==> src/rtl/mem_arb_pkg.sv <==
// Shared definitions for the instruction/data memory port arbiter.
// Contents:
//   ADDR_W, DATA_W : default memory address and word widths (32 x 8)
//   state_t        : arbiter FSM states
//   owner_t        : which requester owns the command in flight
package mem_arb_pkg;

  localparam int ADDR_W = 5;
  localparam int DATA_W = 8;

  typedef enum logic [1:0] {
    IDLE = 2'd0,
    CMD  = 2'd1,
    RESP = 2'd2
  } state_t;

  typedef enum logic {
    OWN_FETCH = 1'b0,
    OWN_DATA  = 1'b1
  } owner_t;

endpackage

==> src/rtl/rr_arb2.sv <==
// Two-way round-robin pick between the fetch and data requesters.
// Purely combinational; the "last winner" history lives in the parent.
// Ports:
//   f_req, d_req : request lines
//   last         : owner granted most recently
//   valid        : at least one request present
//   winner       : chosen requester (meaningful only when valid)
module rr_arb2
  import mem_arb_pkg::*;
(
  input  logic   f_req,
  input  logic   d_req,
  input  owner_t last,
  output logic   valid,
  output owner_t winner
);

  always_comb begin
    valid  = f_req | d_req;
    winner = OWN_FETCH;
    if (f_req && d_req) begin
      // On a tie the side that did not win last time goes next.
      winner = (last == OWN_DATA) ? OWN_FETCH : OWN_DATA;
    end else if (d_req) begin
      winner = OWN_DATA;
    end
  end

endmodule

==> src/rtl/mem_port_arbiter.sv <==
// Shares a single-port synchronous memory (registered read, one cycle
// latency) between a read-only fetch port and a read/write data port.
// Each command occupies a CMD cycle; reads are followed by a RESP cycle
// in which the owner's rvalid is high and a new winner may be chosen.
// Ports:
//   clk, rst                          : clock, synchronous active-high reset
//   f_req/f_addr -> f_gnt/f_rvalid/f_rdata           : fetch requester
//   d_req/d_we/d_addr/d_wdata -> d_gnt/d_rvalid/d_rdata : data requester
//   mem_addr/mem_wdata/mem_read/mem_write -> memory, mem_out <- memory
module mem_port_arbiter #(
  parameter int ADDR_W = mem_arb_pkg::ADDR_W,
  parameter int DATA_W = mem_arb_pkg::DATA_W
) (
  input  logic              clk,
  input  logic              rst,
  input  logic              f_req,
  input  logic [ADDR_W-1:0] f_addr,
  output logic              f_gnt,
  output logic              f_rvalid,
  output logic [DATA_W-1:0] f_rdata,
  input  logic              d_req,
  input  logic              d_we,
  input  logic [ADDR_W-1:0] d_addr,
  input  logic [DATA_W-1:0] d_wdata,
  output logic              d_gnt,
  output logic              d_rvalid,
  output logic [DATA_W-1:0] d_rdata,
  output logic [ADDR_W-1:0] mem_addr,
  output logic [DATA_W-1:0] mem_wdata,
  output logic              mem_read,
  output logic              mem_write,
  input  logic [DATA_W-1:0] mem_out
);
  import mem_arb_pkg::*;

  state_t state_reg, state_next;
  owner_t owner_reg, owner_next;
  owner_t last_reg, last_next;
  logic   f_gnt_reg, f_gnt_next, d_gnt_reg, d_gnt_next;
  logic   f_rvalid_reg, f_rvalid_next, d_rvalid_reg, d_rvalid_next;
  logic   mem_read_reg, mem_read_next, mem_write_reg, mem_write_next;
  logic [ADDR_W-1:0] mem_addr_reg, mem_addr_next;
  logic [DATA_W-1:0] mem_wdata_reg, mem_wdata_next;

  logic   arb_valid;
  owner_t arb_winner;

  rr_arb2 u_rr_arb2 (
    .f_req  (f_req),
    .d_req  (d_req),
    .last   (last_reg),
    .valid  (arb_valid),
    .winner (arb_winner)
  );

  always_comb begin
    state_next     = state_reg;
    owner_next     = owner_reg;
    last_next      = last_reg;
    f_gnt_next     = 1'b0;
    d_gnt_next     = 1'b0;
    f_rvalid_next  = 1'b0;
    d_rvalid_next  = 1'b0;
    mem_read_next  = 1'b0;
    mem_write_next = 1'b0;
    mem_addr_next  = mem_addr_reg;
    mem_wdata_next = mem_wdata_reg;

    case (state_reg)
      // RESP arbitrates exactly like IDLE so reads can be issued
      // back to back at one command every two cycles.
      IDLE, RESP: begin
        if (arb_valid) begin
          state_next = CMD;
          owner_next = arb_winner;
          last_next  = arb_winner;
          if (arb_winner == OWN_FETCH) begin
            mem_addr_next = f_addr;
            mem_read_next = 1'b1;
            f_gnt_next    = 1'b1;
          end else begin
            mem_addr_next  = d_addr;
            mem_wdata_next = d_wdata;
            mem_read_next  = ~d_we;
            mem_write_next = d_we;
            d_gnt_next     = 1'b1;
          end
        end else begin
          state_next = IDLE;
        end
      end
      // Requests are not sampled here: the requester drops or replaces
      // its request after seeing gnt, so nothing is granted twice.
      CMD: begin
        if (mem_read_reg) begin
          state_next    = RESP;
          f_rvalid_next = (owner_reg == OWN_FETCH);
          d_rvalid_next = (owner_reg == OWN_DATA);
        end else begin
          state_next = IDLE;
        end
      end
      default: state_next = IDLE;
    endcase
  end

  always_ff @(posedge clk) begin
    if (rst) begin
      state_reg     <= IDLE;
      owner_reg     <= OWN_FETCH;
      last_reg      <= OWN_DATA;
      f_gnt_reg     <= 1'b0;
      d_gnt_reg     <= 1'b0;
      f_rvalid_reg  <= 1'b0;
      d_rvalid_reg  <= 1'b0;
      mem_read_reg  <= 1'b0;
      mem_write_reg <= 1'b0;
      mem_addr_reg  <= '0;
      mem_wdata_reg <= '0;
    end else begin
      state_reg     <= state_next;
      owner_reg     <= owner_next;
      last_reg      <= last_next;
      f_gnt_reg     <= f_gnt_next;
      d_gnt_reg     <= d_gnt_next;
      f_rvalid_reg  <= f_rvalid_next;
      d_rvalid_reg  <= d_rvalid_next;
      mem_read_reg  <= mem_read_next;
      mem_write_reg <= mem_write_next;
      mem_addr_reg  <= mem_addr_next;
      mem_wdata_reg <= mem_wdata_next;
    end
  end

  assign f_gnt     = f_gnt_reg;
  assign d_gnt     = d_gnt_reg;
  assign f_rvalid  = f_rvalid_reg;
  assign d_rvalid  = d_rvalid_reg;
  assign mem_read  = mem_read_reg;
  assign mem_write = mem_write_reg;
  assign mem_addr  = mem_addr_reg;
  assign mem_wdata = mem_wdata_reg;

  // Read data passes straight from the memory output; it is forced to
  // zero outside its rvalid cycle so the ports read 0 out of reset.
  assign f_rdata = f_rvalid_reg ? mem_out : '0;
  assign d_rdata = d_rvalid_reg ? mem_out : '0;

endmodule

==> config.mk <==
export PLATFORM = sky130hd
export DESIGN_NAME = mem_port_arbiter
export DESIGN_NICKNAME = d
export VERILOG_FILES = /design/src/rtl/mem_arb_pkg.sv /design/src/rtl/rr_arb2.sv /design/src/rtl/mem_port_arbiter.sv
export SDC_FILE = /design/constraint.sdc
export NUM_CORES = 1
export LEC_CHECK = 0
export BUFFER_PORTS_ARGS = -buffer_cell sky130_fd_sc_hd__buf_4
export CORE_AREA = 5 5 66 50
export CTS_BUF_LIST = sky130_fd_sc_hd__clkbuf_2 sky130_fd_sc_hd__clkbuf_4 sky130_fd_sc_hd__clkbuf_8
export DETAILED_ROUTE_END_ITERATION = 8
export DIE_AREA = 0 0 71 55
export HOLD_SLACK_MARGIN = 0.06
export PLACE_DENSITY = 0.75
export SETUP_SLACK_MARGIN = 0.4
export SYNTH_ARGS = -nofsm -noshare
export SYNTH_HDL_FRONTEND = slang
export SYNTH_SLANG_ARGS = --single-unit
==> constraint.sdc <==
create_clock -name clk -period 2.7 [get_ports clk]
set_input_delay 0.135 -clock clk [delete_from_list [all_inputs] [get_ports clk]]
set_output_delay 0.135 -clock clk [all_outputs]
set_load 0.05 [all_outputs]
-- Yosys cells after proc, flatten, opt, wreduce, memory -nomap -nowiden
Cells that the tools add are included.
- flip-flop bits (word level): 23
- word-level logic and storage cells: 41
- equality and inequality tests: 2
- multiplexer cells: 12
- bitwise logic cells: 8
- reductions and logical operators: 8
- operator list (kind ; count):
    $mux 8 ; 2
    $mux 1 ; 7
    $not 1->1 ; 7
    $reduce_or 3->1 ; 2
    $mux 5 ; 1
    $pmux 2 s2 ; 1
    $reduce_or 4->1 ; 1
    $reduce_and 3->1 ; 1
    $eq 2x1->1 const B ; 1
    $eq 2x2->1 const B ; 1
    $logic_not 2->1 ; 1
    $mux 2 ; 1
    $reduce_and 2->1 ; 1
    $reduce_or 2->1 ; 1
    $logic_and 1x1->1 ; 1
    $or 1x1->1 ; 1

-- Longest topological paths before layout
Gate-level depths: netlist of run 1.
- word-level depth: 4
- depth in mapped cells: 4
- gate-level depth less buffers: 3

-- Cells and area by module
Synthesis of run 1 repeated with hierarchy kept, for this count alone.
- cells, all modules: 101
- area total of the unflattened synthesis: 977.2 um2
- modules (own cells, without submodules) (module ; instances ; cells each ; area each (um2) ; sequential area each (um2)):
    mem_port_arbiter ; 1 ; 99 ; 963.4 ; 460.4
    rr_arb2 ; 1 ; 2 ; 13.8 ; 0.0

-- Worst setup path after synthesis of run 1
No wires, ideal clock.
- path type: register -> output
- start: reg f_rvalid_reg (netlist: f_rvalid)
- end: out f_rdata[7]
- data arrival time: 1192 ps
- path slack: 1373 ps
- stages on the path, launching flop included: 2
- cells stage by stage: dfxtp_1 and2_1
- longest elaborated chain between the ends: 1
- RTL lines (element ; RTL line ; RTL):
    start, declared ; mem_port_arbiter.sv:40 ; logic f_rvalid_reg, f_rvalid_next, d_rvalid_reg, d_rvalid_next;
    start signal, assigned ; mem_port_arbiter.sv:126 ; f_rvalid_reg <= f_rvalid_next;
    $mux 8 ; mem_port_arbiter.sv:146 ; assign f_rdata = f_rvalid_reg ? mem_out : '0;
    end, declared ; mem_port_arbiter.sv:20 ; output logic [DATA_W-1:0] f_rdata,
Every way passes these cells.

-- Worst setup path in the final report of run 1
- start: reg state_reg[0]
- end: reg mem_addr_reg[0] (netlist: mem_addr[0])
- longest elaborated chain between the ends: 3
- elaborated cells on any way between the ends: 4
- classes of those cells: eq/ne (1); reduce/logical (3)
- RTL lines (element ; RTL line ; RTL):
    start, declared ; mem_port_arbiter.sv:36 ; state_t state_reg, state_next;
    start signal, assigned ; mem_port_arbiter.sv:121 ; state_reg <= state_next;
    $eq 2x2->1 / $logic_not 2->1 (equally long branches) ; mem_port_arbiter.sv:69 ; case (state_reg)
    $reduce_or 2->1 * ; mem_port_arbiter.sv:69 ;
    $reduce_and 2->1 (no source line) * ; - ;
    end signal, assigned ; mem_port_arbiter.sv:130 ; mem_addr_reg <= mem_addr_next;
    end, declared ; mem_port_arbiter.sv:42 ; logic [ADDR_W-1:0] mem_addr_reg, mem_addr_next;
Mark *: on every way between the ends. The rest lies on a longest branch, timed or not.
A chain may end at the register's enable or synchronous reset.

==> results.md, run 1 <==
* Status: complete, no violations
* ANT cells at 0
* Final max-slew violation count at 0
* Seq/Total Area, Yosys at 46.1%
* Crit end category: flip-flop
* WL/cell at 13.9 um
* Starting Density at a little under two fifths
* Final Skew at 0.00151 ns
* # IOs at 66
* Fin crit share at 50.1%
* CTS root buf: clkbuf_8
* Synth Register Bits at 23
* Detailed Route WL at 2870 um
* Crit path max-delay family: flip-flops
* Synth-to-Final Area Change at 55.2%
* Setup TNS at 0 ns
* Initial antenna violation count at 0
* Worst Tran Pin Value at 0.516 ns
* Crit Path Class: reg -> reg
* HPWL after DPL at 2240 um
* Endpoints failing hold at 0
* RSZ-0062 raised after global routing: no
* Required @ worst endpoint at 2.88 ns
* Die W at 71 um
* Met2 WL post-DR at 1380 um
* Final worst slack at 1.35 ns
* Rel. slew slack at 65.6%
* Pwr dens at 521 nW/um^2
* # rows at 16
* Metal1 wirelength at 1150 um
* Lkg Pwr at 0.730 nW
* Antenna viol nets, final at 0
* Htree depth at 1
* Max stage delay on crit path at about 0.65 ns
* Power Total at 808 uW
* Max-cap violations at 0
* Pin count of the biggest net entering global routing at 22
* Drt first pass iters at 3
* Crit-path max FO at 21
* CTS tree: yes
* Mapped Cells at ~110
* CTS Sinks at 23
* YS warnings at 0
* Non-Filler Instances at 207
* Max reg flops at 8
* Clock-pin transition on the worst setup and hold timing paths at 0.08 ns
* WL met3 at 305 um
* Gr usage total at 14.9%
* Via count at 1009
* Commonest non-fill, non-tap cell in the layout: buf_4
* Post-CTS Resized at 0
* Critical Path Source Type: flip-flop
* Post-synthesis area per instance at 9.34 um^2
* Die height at 55 um
* Placed inst area at 1490 um^2
* PortBufs at 65
* Peak supply drop at 0.445 mV
* Vias per inst at about 4.9
* Die area at 3910 um^2
* Setup WS pre-CTS at 1.38 ns
* Core ar. at between 2000 and 3000 um^2
* Worst Path Arrival at 1.54 ns
* Congestion Overflow GR at 0
* Worst hold-check path type: in -> reg
* Remaining DRCs at 0
* Commonest cells after routing, fill and taps aside: buf_4 (65), dfxtp_1 (23), and2_1 (17), a21oi_1 (15)
* Placer Congestion at 0.921
* Buf/Inv on CP at 0
* Layout cells sized above 1 at 46.2%
* Final nets at 203
* Final instance area at 1550 um^2
* Max stage delay cell, worst path: dfxtp_1
* Via count of the first global-routing pass at 955
* Yosys cell types at 21
* Mapped cell area at 1000 um^2
* Fmax at 740 MHz
* First-pass GRT wire length at 4520 um
* DRT iter0 DRCs at 10
* Final setup fails at 0
* Placed Cells at 202
* CP cell instances: o21bai_2 -> a21oi_1 -> a211oi_2
* Top sig layer: met4
* Worst-Skew Late Latency at between 0.2 and 0.3 ns
* Biggest area consumer among synthesized cells: dfxtp_1
* Top cell type's share of synthesized area at 46.1%
* Syn Nets at around 140
* Min Tclk post-route at 1.35 ns
* Main area contributors after synthesis: dfxtp_1 (46%), and2_1 (11%), a21oi_1 (7.5%), a211oi_2 (6.3%), nand3b_1 (6.0%)
* Bufs on Longest Clock Path at 2
* Clock buffer count from CTS at 3
## timing repair
action | CTS | global route
endpoints found under the hold margin | 1 | 0
hold buffers | 1 | 0
setup buffers | 0 | 0
## cell usage after synthesis, drive strengths merged
library cell and number:
nand3b 8, nor2 9, inv 1, buf 3, a21bo 1, and2 17, o21ba 1, nor2b 1
clkbuf 3, o21ai 9, o21bai 1, nand2 6, a21oi 15, a2bb2oi 1, dfxtp 23, and4bb 1
nand2b 1, a21boi 1, a211oi 5
## routing by layer
layer	GRT usage (%)	up-vias
met1	16.7	462
met3	5.05	4
met4	5.63	0
met5	0	-
met2	27.1	49
li1	-	494
## worst register-to-register path: stages (launching register included)
cell,delay (ns)
dfxtp_1,0.65
o21bai_2,0.29
a21oi_1,0.10
a211oi_2,0.24
## kinds of logic after synthesis
kind of cell	Yosys count	share of synthesized area [%]
flip-flops	23	46.1
buffers and inverters	7	4.38
AND/OR/NAND/NOR	43	24.8
AO/OA/AOI/OAI	34	24.8
## worst paths after layout
check             slack, ns  cells after the start    startpoint          end
setup / recovery       1.35                      3  state_reg[0]  mem_addr[0]
setup reg to reg       1.35                      3  state_reg[0]  mem_addr[0]
hold reg to reg        0.44                      1     owner_reg     f_rvalid
hold / removal         0.14                      3     f_addr[1]  mem_addr[1]
## metrics by stage
| step | hold slack, ns | utilization, % |
|---|---|---|
| finish | 0.140 | 58.7 |
| global route | 0.127 | 58.7 |
| CTS | 0.134 | 58.7 |
| detailed placement | 0.337 | 56.5 |
| global placement | 0.321 | 56.5 |
| floorplan | 0.227 | - |
## final cells by class
type / instances / area, um^2
Multi-Input combinational cell: 77 / 495
Inverter: 1 / 3.75
Sequential cell: 23 / 460
Timing Repair Buffer: 66 / 498
Tap cell: 36 / 45.0
Clock buffer: 4 / 48.8
Fill cell: 233 / 1090
## where the power goes
| part | switching (mW) | internal, mW | total, mW |
|---|---|---|---|
| sequential | 0.0179 | 0.361 | 0.379 |
| clock | 0.105 | 0.115 | 0.220 |
| combinational | 0.126 | 0.0829 | 0.209 |
| total | 0.249 | 0.559 | 0.808 |
Power figures use the tool's default switching activity.
==> inputs of run 2 (changes only) <==
ABC_AREA = 1   (was unset)
CORE_AREA = 5 5 69 52   (was 5 5 66 50)
DIE_AREA = 0 0 74 57   (was 0 0 71 55)
clock period = 1.1 ns   (was 2.7 ns; I/O delays follow)
==> run 2 against run 1 <==
Effect of this change:
- the flow now finishes with violations (negative setup slack)
- clock skew is essentially flat
- cell count rose by 41%
- clock power up 140%
- sequential power rose to 2.6 times the previous value
- total power increased to 3.0 times the previous value
- synthesized cell count grew 56%
- critical path depth rose by 1
- largest cell class unchanged
==> results.md, run 2 <==
* Placer Congestion at 0.720 (-22%)
* Clock buffer count from CTS at 3 (unchanged)
* Die height at 57 um (+3.6%)
* Post-synth EDFFs at 0 (unchanged)
* HPWL after DPL at 2150 um (-4.0%)
* Gr usage total at 18.0% (+3.1 points)
* Detailed Route WL at 4370 um (+52%)
* Crit-path max FO at 4 (-81%)
* Post-synthesis area per instance at 6.39 um^2 (-32%)
* Starting Density at 36.1% (-1.7 points)
* Status: finished, violations left
* Post-Synth XOR/XNOR Area at 0% (unchanged)
* YS warnings at 0 (unchanged)
* Final instance area at 2530 um^2 (+63%)
* Core ar. at 2960 um^2 (+12%)
* Mux share of post-synthesis cell area at 0% (unchanged)
* Crit end category: output pin
* Mapped cell area at 1070 um^2 (+6.8%)
* Synth top cells by count: nand2_1 (51), inv_1 (36), nor2_1 (32)
* Fmax at 899 MHz
* First-pass GRT wire length at 5950 um (+32%)
* Crit path max-delay family: flip-flops
* Worst-Skew Late Latency at 0.27 ns (about the same)
* Post-synthesis compound-gate area fraction at 4.92% (-20 points)
* Final max-slew violation count at 0 (unchanged)
* Mapped Cells at 167 (+56%)
* Top cell type's share of synthesized area at 43.1% (-2.9 points)
* Max stage delay cell, worst path: dfxtp_4
* Failing checks: negative setup slack
* Async SR Flop Fraction at 0% (unchanged)
* # rows at 17 (+1)
* Congestion Overflow GR at 0 (unchanged)
* Synth Register Bits at 23 (unchanged)
* Die W at 74 um (+4.2%)
* Bufs on Longest Clock Path at 2 (unchanged)
* Yosys cell types at 15 (-29%)
* Synth Area in Simple Gates at 35.5% (+11 points)
* Main area contributors after synthesis: dfxtp_1 (43%), nand2_1 (18%), inv_1 (13%), nor2_1 (11%), a21boi_0 (3.5%)
* Count leader, synth: nand2_1
* Crit Path Class: reg -> out
* Pwr dens at 968 nW/um^2 (+86%)
* Buf/Inv on CP at 3 (+3)
* RSZ-0062 raised after global routing: yes
* Required @ worst endpoint at 1.04 ns (-1.84 ns)
* Primary FF master, synth: dfxtp_1
* Max-cap violations at 0 (unchanged)
* Final setup fails at 3 (+3)
* Fin crit share at 101%
* PortBufs at 65 (unchanged)
* Die area at 4220 um^2 (+8.0%)
* Setup WS pre-CTS at 0.102 ns (-1.28 ns)
* Endpoints failing hold at 0 (unchanged)
* Syn Nets at 198 (+43%)
* Worst Path Arrival at 1.06 ns (-0.48 ns)
* Min Tclk post-route at roughly 1.1 ns
* Fillcell total at 139 (-40%)
* Critical Path Source Type: flip-flop
* Commonest cells after routing, fill and taps aside: buf_4 (32), buf_8 (32), nand2_1 (24), nor2_1 (24), dfxtp_2 (17)
* Peak supply drop at 1.20 mV (+170%)
* Lkg Pwr at 1.17 nW (+60%)
* Final worst slack at -0.0121 ns (-1.36 ns)
* Largest family of logic cells by synthesized area: simple AND/OR/NAND/NOR gates
* Final Skew at 0.00109 ns (-0.000424 ns)
* CTS Hold Buffers Added at 9 (+8)
* Via count at 1376 (+36%)
* DRT iter0 DRCs at 29 (+19)
* CTS Sinks at 23 (unchanged)
* CTS tree: yes
* Seq/Total Area, Yosys at 43.1% (-2.9 points)
* Rel. slew slack at 76.7% (+11 points)
* WL/cell at 15.0 um (+8.2%)
* Worst hold-check path type: in -> reg
* Remaining DRCs at 0 (unchanged)
* Post-Synth Adder-Cell Area at 0% (unchanged)
* Final nets at 285 (+40%)
* Initial antenna violation count at 0 (unchanged)
* # IOs at 66 (unchanged)
* Pin count of the biggest net entering global routing at 18 (-18%)
* Antenna viol nets, final at 0 (unchanged)
* ANT cells at 0 (unchanged)
* Synth-to-Final Area Change at 137%
* Drt first pass iters at 4 (+1)
* Via count of the first global-routing pass at 1295 (+36%)
* Clock-pin transition on the worst setup and hold timing paths at 0.08 ns (about the same)
* Vias per inst at 4.73 (-3.0%)
* CP cell instances: buf_8 -> nand2_4 -> clkinvlp_4 -> buf_6
* Max reg flops at 8 (unchanged)
* Placed inst area at 1780 um^2 (+19%)
* Layout cells sized above 1 at 70.0% (+24 points)
* Biggest area consumer among synthesized cells: dfxtp_1
* Max stage delay on crit path at 0.37 ns (-0.28 ns)
* Worst Tran Pin Value at 0.349 ns (-0.167 ns)
* CTS root buf: clkbuf_8
* Htree depth at 1 (unchanged)
run 2: cell families after synthesis:
group / after synthesis
buffers and inverters: 42
AOI/OAI and AO/OA: 8
DFF: 23
and+or+nand+nor: 94
run 2: layout make-up:
type                       instances  area [um^2]  share of cell area [%]
clock buffer                       3         41.3                    1.63
clock inverter                     1         5.00                   0.198
inverter                          36          208                    8.21
multi-input combinational        105          764                    30.2
sequential                        23          500                    19.8
tap                               38         47.5                    1.88
timing repair buffer              85          963                    38.1
run 2: through the flow:
| step | util, % | instances | hold WS [ns] | power, mW | setup TNS [ns] |
|---|---|---|---|---|---|
| after floorplan | - | 167 | 0.117 | 1.37 | 0 |
| after global placement | 60.3 | 266 | 0.232 | 1.58 | 0 |
| after detailed placement | 60.3 | 266 | 0.232 | 1.58 | 0 |
| after CTS | 81.4 | 289 | 0.0106 | 2.34 | -0.0317 |
| after global routing | 85.6 | 291 | 0.0611 | 2.56 | -0.555 |
| final | 85.6 | 291 | 0.0493 | 2.45 | -0.0164 |
run 2: power breakdown:
part | leakage, nW | internal, mW | switching (mW)
registers | 0.199 | 0.902 | 0.0690
clock network | 0.0255 | 0.253 | 0.283
logic | 0.943 | 0.410 | 0.532
total | 1.17 | 1.57 | 0.884
run 2: per-layer routing:
layer  share of wire [%]  GRT usage, %  wire, um
met1                  37          20.2      1610
met2                  51          33.1      2220
met3                 9.9          5.99       432
met4                 2.4          3.10       105
met5                   0             0         0
run 2: repair_timing:
action                                 4_1_cts  5_1_grt
pin swaps                                   15       13
endpoints found under the hold margin       11        1
buffers inserted                             7        2
setup endpoints to repair                   57       58
gates cloned                                 3        0
gates resized for setup                     99       33
run 2: worst paths after layout:
check             slack [ns]        from  cells past startpoint            to
setup / recovery       -0.01    f_rvalid                      4    f_rdata[4]
hold / removal          0.05  d_wdata[1]                      3  mem_wdata[1]
setup reg to reg        0.02    last_reg                      6  mem_wdata[0]
hold reg to reg         0.47   owner_reg                      1      f_rvalid
run 2: worst min-delay path: stages:
cell and delay [ns]:
buf_4 0.08, nor2_1 0.04, nor2_1 0.10
